$ cat src/rtl/mem_port_arbiter.sv
// ============================================================================
// mem_port_arbiter
// ----------------------------------------------------------------------------
// Shares the single main-memory port between the instruction fetch path
// (I-port, read-only) and the L1 data cache controller (D-port, read/write).
// One request is latched at a time, the memory is driven for MEM_LATENCY
// cycles, the read data is captured and the winning port gets a one-cycle
// ack pulse. Sequence: IDLE -> BUSY (MEM_LATENCY cycles) -> RESP -> IDLE, so
// a request sampled in cycle 0 is acked in cycle MEM_LATENCY+1.
//
// Parameters
//   ADDR_WIDTH      address width
//   DATA_WIDTH      data width
//   MEM_LATENCY     cycles mem_* are held before mem_dout is valid (1..15)
//   DPORT_PRIORITY  1: D-port wins ties; 0: round-robin between ports
//
// Ports
//   clk               in   clock, rising edge
//   rst               in   synchronous reset, active-low
//   i_req/i_addr      in   I-port request (held until i_ack) and word address
//   i_rdata/i_ack     out  I-port read data and completion pulse
//   d_req             in   D-port request, held until d_ack
//   d_write_en        in   D-port write
//   d_type_control    in   access size: 00 byte, 01 half, 10 word
//   d_addr/d_din      in   D-port address and write data
//   d_sign_ext        in   D-port read sign extension
//   d_rdata/d_ack     out  D-port read data and completion pulse
//   mem_write_en      out  memory write strobe (first BUSY cycle only)
//   mem_type_control  out  memory access size
//   mem_addr/mem_din  out  memory address and write data
//   mem_sign_ext      out  memory sign extension
//   mem_dout          in   memory read data
// ============================================================================
module mem_port_arbiter #(
    parameter int ADDR_WIDTH     = 32,
    parameter int DATA_WIDTH     = 32,
    parameter int MEM_LATENCY    = 2,
    parameter bit DPORT_PRIORITY = 1'b0
) (
    input  logic                  clk,
    input  logic                  rst,

    input  logic                  i_req,
    input  logic [ADDR_WIDTH-1:0] i_addr,
    output logic [DATA_WIDTH-1:0] i_rdata,
    output logic                  i_ack,

    input  logic                  d_req,
    input  logic                  d_write_en,
    input  logic [1:0]            d_type_control,
    input  logic [ADDR_WIDTH-1:0] d_addr,
    input  logic [DATA_WIDTH-1:0] d_din,
    input  logic                  d_sign_ext,
    output logic [DATA_WIDTH-1:0] d_rdata,
    output logic                  d_ack,

    output logic                  mem_write_en,
    output logic [1:0]            mem_type_control,
    output logic [ADDR_WIDTH-1:0] mem_addr,
    output logic [DATA_WIDTH-1:0] mem_din,
    output logic                  mem_sign_ext,
    input  logic [DATA_WIDTH-1:0] mem_dout
);

    localparam int         CNT_W     = 4;
    localparam logic [1:0] TYPE_WORD = 2'b10;

    typedef enum logic [1:0] {
        ST_IDLE,
        ST_BUSY,
        ST_RESP
    } state_t;

    typedef enum logic {
        PORT_I,
        PORT_D
    } port_t;

    state_t                state_q;
    logic [CNT_W-1:0]      cnt_q;
    port_t                 port_q;        // port owning the current transaction
    port_t                 last_grant_q;  // port served by the last completed transaction
    port_t                 grant_port_d;

    logic                  mem_write_en_q;
    logic [1:0]            mem_type_q;
    logic [ADDR_WIDTH-1:0] mem_addr_q;
    logic [DATA_WIDTH-1:0] mem_din_q;
    logic                  mem_sign_ext_q;
    logic [DATA_WIDTH-1:0] i_rdata_q;
    logic [DATA_WIDTH-1:0] d_rdata_q;
    logic                  i_ack_q;
    logic                  d_ack_q;

    // Arbitration: D wins when alone, when it has fixed priority, or when the
    // round-robin pointer says the I-port was served last.
    // NOTE: every signal written in always_comb gets a default first so no
    // path leaves it unassigned and no latch is inferred.
    always_comb begin
        grant_port_d = PORT_I;
        if (d_req && (!i_req || DPORT_PRIORITY || last_grant_q == PORT_I)) begin
            grant_port_d = PORT_D;
        end
    end

    always_ff @(posedge clk) begin
        if (!rst) begin
            // NOTE: the datapath registers (latched request, read data) are
            // reset too, because every output must read 0 straight after a
            // reset, including one that aborts a transaction in flight.
            state_q        <= ST_IDLE;
            cnt_q          <= '0;
            port_q         <= PORT_I;
            last_grant_q   <= PORT_I;
            mem_write_en_q <= 1'b0;
            mem_type_q     <= '0;
            mem_addr_q     <= '0;
            mem_din_q      <= '0;
            mem_sign_ext_q <= 1'b0;
            i_rdata_q      <= '0;
            d_rdata_q      <= '0;
            i_ack_q        <= 1'b0;
            d_ack_q        <= 1'b0;
        end else begin
            // NOTE: non-blocking defaults first, later assignments in the same
            // block override them; this makes the strobe and acks one-cycle
            // pulses without extra clear logic in every branch.
            mem_write_en_q <= 1'b0;
            i_ack_q        <= 1'b0;
            d_ack_q        <= 1'b0;

            case (state_q)
                ST_IDLE: begin
                    if (i_req || d_req) begin
                        port_q  <= grant_port_d;
                        cnt_q   <= CNT_W'(MEM_LATENCY - 1);
                        state_q <= ST_BUSY;
                        if (grant_port_d == PORT_D) begin
                            mem_write_en_q <= d_write_en;
                            mem_type_q     <= d_type_control;
                            mem_addr_q     <= d_addr;
                            mem_din_q      <= d_din;
                            mem_sign_ext_q <= d_sign_ext;
                        end else begin
                            // Instruction fetch is always a plain word read.
                            mem_type_q     <= TYPE_WORD;
                            mem_addr_q     <= i_addr;
                            mem_din_q      <= '0;
                            mem_sign_ext_q <= 1'b0;
                        end
                    end
                end

                ST_BUSY: begin
                    if (cnt_q == '0) begin
                        // Writes capture mem_dout too; the value is simply unused.
                        if (port_q == PORT_D) begin
                            d_rdata_q <= mem_dout;
                            d_ack_q   <= 1'b1;
                        end else begin
                            i_rdata_q <= mem_dout;
                            i_ack_q   <= 1'b1;
                        end
                        state_q <= ST_RESP;
                    end else begin
                        cnt_q <= cnt_q - 1'b1;
                    end
                end

                ST_RESP: begin
                    last_grant_q <= port_q;
                    state_q      <= ST_IDLE;
                end

                default: state_q <= ST_IDLE;
            endcase
        end
    end

    assign mem_write_en     = mem_write_en_q;
    assign mem_type_control = mem_type_q;
    assign mem_addr         = mem_addr_q;
    assign mem_din          = mem_din_q;
    assign mem_sign_ext     = mem_sign_ext_q;
    assign i_rdata          = i_rdata_q;
    assign d_rdata          = d_rdata_q;
    assign i_ack            = i_ack_q;
    assign d_ack            = d_ack_q;

endmodule
$ cat config.mk
export PLATFORM = sky130hd
export DESIGN_NAME = mem_port_arbiter
export DESIGN_NICKNAME = d
export VERILOG_FILES = /design/src/rtl/mem_port_arbiter.sv
export SDC_FILE = /design/constraint.sdc
export NUM_CORES = 1
export LEC_CHECK = 0
export ABC_AREA = 1
export ABC_CLOCK_PERIOD_IN_PS = 1600
export CORE_ASPECT_RATIO = 1.2
export CORE_MARGIN = 1.5
export CORE_UTILIZATION = 32
export DETAILED_ROUTE_END_ITERATION = 10
export PLACE_DENSITY_LB_ADDON = 0.08
export SYNTH_ARGS = -nofsm -noshare
export SYNTH_HDL_FRONTEND = slang
export SYNTH_SLANG_ARGS = --single-unit
$ cat constraint.sdc
create_clock -name clk -period 1.6 [get_ports clk]
set_clock_uncertainty 0.2 [all_clocks]
set_input_delay 0.32 -clock clk [delete_from_list [all_inputs] [get_ports clk]]
set_output_delay 0.32 -clock clk [all_outputs]
set_load 0.01 [all_outputs]
# Yosys cells after proc, flatten, opt, wreduce, memory -nomap -nowiden
# Cells that the tools add are included.
# totals
reg_bits	142
out_inout_bits	134
wordCells	48
inputBits	136
# classes
n_reduce_logical	14
eq_ne	5
n_bitwise	2
muxes	13
addsub	1
# op_table
op	count
32-bit two-way mux	2
3-bit AND reduction	4
4-bit two-way mux	2
4-bit case mux with 2 select lines	1
2-bit two-way mux	3
2-bit inequality test, second input constant	3
4-bit logical NOT	1
1-bit two-way mux	4
2-bit case mux with 2 select lines	1
2-bit AND reduction	2
4-bit AND reduction	1
4-bit by 1-bit subtractor with 4-bit output, second input constant	1
2-bit by 1-bit equality test with 1-bit output, second input constant	1
2-bit equality test, second input constant	1
2-bit logical NOT	1
1-bit logical OR	2
1-bit NOT	2
2-bit nonzero test	1
1-bit logical AND	1
1-bit logical NOT	1

# Logic depth before layout (Yosys ltp)
# depth
word_depth	5
ltp_mapped	9
ltp_nobuf	8

# Worst setup path before layout
# OpenSTA, ideal clock, no wires.
# synth_path
kind	reg2reg
startpoint	register cnt_q[0]
endpoint	register i_rdata_q[22], in the netlist i_rdata[22]
period_less_slack_ps	1524
path_slack_ps	76
path_stages_with_launch	9
arrival_ps	1259
n_path_buf	1
cell_sequence	dfxtp_1 > inv_1 > ha_1 > nand2_1 > inv_1 > nand3_1 > clkbuf_1 > o21ai_0 > nor2_1
# synth_between
elab_chain_len	2
# synth_lines
element	line_no	rtl
start: declaration	80	logic [CNT_W-1:0] cnt_q;
start signal: assignment	136	cnt_q <= CNT_W'(MEM_LATENCY - 1);
start signal: assignment	166	cnt_q <= cnt_q - 1'b1;
4-bit logical NOT	155	if (cnt_q == '0) begin
3-bit AND reduction (no source line)	-	
end signal: assignment	161	i_rdata_q <= mem_dout;
end: declaration	90	logic [DATA_WIDTH-1:0] i_rdata_q;
# No other way between the ends.
# A chain may end at the register's enable or synchronous reset.

# Worst setup path in the final report
# layout_path
startpoint	register mem_addr_q[6], in the netlist mem_addr[6]
endpoint	output mem_addr[6]
# layout_lines
element	line_no	rtl
start: declaration	87	logic [ADDR_WIDTH-1:0] mem_addr_q;
start signal: assignment	141	mem_addr_q <= d_addr;
start signal: assignment	147	mem_addr_q <= i_addr;
end: declaration	59	output logic [ADDR_WIDTH-1:0] mem_addr,
# No word-level cell between the ends.

==> summary.md <==
| Metric | Value |
|---|---|
| # fillers | between 1500 and 2000 |
| Ant. Diodes | 0 |
| Final Hold Fails | 0 |
| Setup crit end kind | primary output |
| Die footprint | 17600 um2 |
| Core area | 16340 um2 |
| Slowest CP cell | dfxtp_1 |
| Asr flop ratio synth | 0% |
| Clk sinks | 142 |
| Synth unique cells | 23 |
| Worst-Skew Late Latency | 0.41 ns |
| DRT Wirelength | 15790 um |
| CP startpoint kind | flop |
| Critical Path AT | roughly 1.0 ns |
| DRT antenna net count | 0 |
| Number of global-route vias before repair | 5196 |
| Maximum buffer depth of the clock tree | 2 |
| Final min period | 1.565 ns |
| CP required | 1.08 ns |
| P_sw | 0.002868 W |
| GP Congestion | 0.7431 |
| Port buffer count | 269 |
| Post-Syn Nets | 863 |
| Global-route wire length before repair | 25790 um |
| Layout Nets | 1142 |
| GRT Total Usage | 18.51% |
| Initial Utilization | 32.93% |
| Mapped Cells | 725 |
| Seq pwr share | between 30% and 40% |
| Avg Cell Area, Syn | 7.419 um2 |
| Clock root buffer master | clkbuf_16 |
| Vias | between 5000 and 6000 |
| Post-synth top area share | between 50% and 60% |
| Yosys reg bits | ~140 |
| Setup violators final | 0 |
| Num CTS Buffers | 17 |
| Cell internal pwr | 0.008128 W |
| Pre-CTS setup slack | -0.3173 ns |
| Worst path cell trace | clkdlybuf4s15_1 |
| Detailed-route vias per instance | 4.361 |
| Unrepaired setup endpoints after global routing | yes |
| Switching share of power | 26.08% |
| Final Util | 55.67% |
| DP Wirelength | 11780 um |
| Met2 GRT Util | 32.99% |
| Status | finished, final reports clean |
| Routed WL per cell | between 10 and 15 um |
| Post-synth EDFFs | 0 |
| Pre-antenna DRT Iters | 4 |
| Ys flop type | dfxtp_1 |
| Achievable Freq | 639.2 MHz |
| GRT met3 Usage | 6.368% |
| Crit share post-route | between 90 and 100% |
| Antenna violations before repair | 0 |
| Clock share of power | 41.2% |
| Chip height | between 100 and 150 um |
| Fin. max-slew vios | 0 |
| Commonest cells post-synth | 170 x nor2_1, 142 x dfxtp_1, 112 x o21ai_0 |
| CTS tree | yes |
| Relative slew slack | 83.89% |
| Largest stage delay on the critical path | 0.33 ns |
| Layout cells sized above 1 | 8.751% |
| Pwr dens | ~1200 nW/um2 |
| Max-Cap Viols | 0 |
| Die Wd | between 100 and 150 um |
| Peak VDD IR | 0.0006675 V |
| Ys Warns | 0 |
| Synthesized area | 5379 um2 |
| Least-Margin Pin Slew | between 0.2 and 0.25 ns |
| Row count | 51 |
| IO Pins | 270 |
| DRT iter0 DRCs | 236 |
| Final WS setup | between 0.03 and 0.04 ns |
| Largest area contributor in the netlist | dfxtp_1 |
| Seq/Total Area, Yosys | 52.85% |
| Clock transition at path regs | 0.06 ns |
| Crit path buf inv count | 1 |
| GR peak layer | met2 |
| Dominant cells by area after synthesis | dfxtp_1 53%, nor2_1 12%, o21ai_0 10% |
| H-tree depth | 4 |
| Largest delay contributor family on the critical path | flip-flops |
| Largest net degree at the start of global routing | 67 |
| Lkg Pwr | 4.228 nW |
| Most frequent cell after synthesis | nor2_1 |
| HP Class | in -> reg |
| Combinational group share of total power | 21.3% |
| Critical-path maximum fanout | 2 |
| Setup CP Type | reg -> out |
| Area Overhead vs Synth | 69.06% |
| Global route overflow | 0 |
| GR Layer Usage met1 | 20.05% |
| Drt drc | 0 |
[placed cells by master (no fill, tap or decap), drive strengths merged]
cell	netlist	final
clkbuf	16	22
nand2	106	106
a311oi	1	1
nand4	1	1
nand3	36	36
inv	79	80
clkinv	0	4
clkdlybuf4s15	0	29
nor4	1	1
ha	2	2
dfxtp	142	142
clkinvlp	0	2
o21ai	135	135
a21oi	4	4
bufinv	0	6
nor2	172	172
nor3	3	3
dlygate4sd2	0	102
buf	27	35
clkdlybuf4s50	0	134
[power by group through the flow]
stage	Sequential (W)	Combinational (W)	Clock, W
floorplan	0.00438	0.000881	0
global route	0.00418	0.00259	0.00481
detailed placement	0.00421	0.00256	0
CTS	0.00413	0.00232	0.00466
global placement	0.00421	0.00255	0
finish	0.00413	0.00234	0.00453
[stage by stage]
| stage | setup TNS, ns | area, um2 | hold slack (ns) | cells | power, W |
|---|---|---|---|---|---|
| 2_1_floorplan | 0 | 5379 | 0.2322 | 725 | 0.005265 |
| 3_3_place_gp | -18.33 | 8512 | 0.2365 | 1197 | 0.006761 |
| 3_5_place_dp | -21.57 | 8512 | 0.2458 | 1197 | 0.006773 |
| 4_1_cts | -0.0007472 | 9042 | 0.1108 | 1229 | 0.01111 |
| 5_1_grt | -0.01933 | 9094 | 0.1267 | 1229 | 0.01158 |
| 6_report | 0 | 9094 | 0.1309 | 1229 | 0.01100 |
[path summary, 6_finish.rpt]
| path | from | to | slack [ns] | cells past startpoint |
|---|---|---|---|---|
| worst min-delay path | rst | state_q[0] | 0.13 | 3 |
| worst max register to register | cnt_q[0] | i_rdata[5] | 0.07 | 8 |
| worst max-delay path | mem_addr[6] | mem_addr[6] | 0.04 | 1 |
| worst min register to register | mem_din[7] | mem_din[7] | 0.25 | 2 |
[cells by family (layout without fill, tap and decap cells)]
kind of cell,count (synthesis),in the layout,synth area share [%]
and+or+nand+nor,319,319,23.73
DFF,142,142,52.85
AOI/OAI and AO/OA,140,140,13.17
buffers and inverters,122,414,9.793
adders and majority gates,2,2,0.4652
[layout make-up]
type                       count  area, um2  share of cell area, %
tap                          212      265.3                  2.917
multi-input combinational    461       2042                  22.45
clock buffer                  19      452.9                  4.981
timing repair buffer         303       2954                  32.48
sequential                   142       2845                  31.29
clock inverter                13      235.2                  2.587
inverter                      79      299.0                  3.288
[sequential cells by signal (all words and copies together), names as in the netlist]
| register | count |
|---|---|
| port_q | 1 |
| mem_din | 32 |
| mem_write_en | 1 |
| i_rdata | 32 |
| i_ack | 1 |
| d_ack | 1 |
| last_grant_q | 1 |
| mem_addr | 32 |
| cnt_q | 4 |
| mem_type_control | 2 |
| state_q | 2 |
| d_rdata | 32 |
| mem_sign_ext | 1 |
[layer usage]
metal	routed length (um)	vias up	share of wire, %
met1	6377	2336	40
met3	1180	18	7.5
met5	0	-	0
met4	244	0	1.5
met2	7982	173	51
li1	-	2833	-
[repair_timing]
action,4_1_cts,5_1_grt
hold buffers,0,0
endpoints found under the setup margin,168,97
hold endpoints to repair,0,0
pin swaps,0,2
setup buffers,0,0
gates resized for setup,140,72
Power figures use the tool's default switching activity.
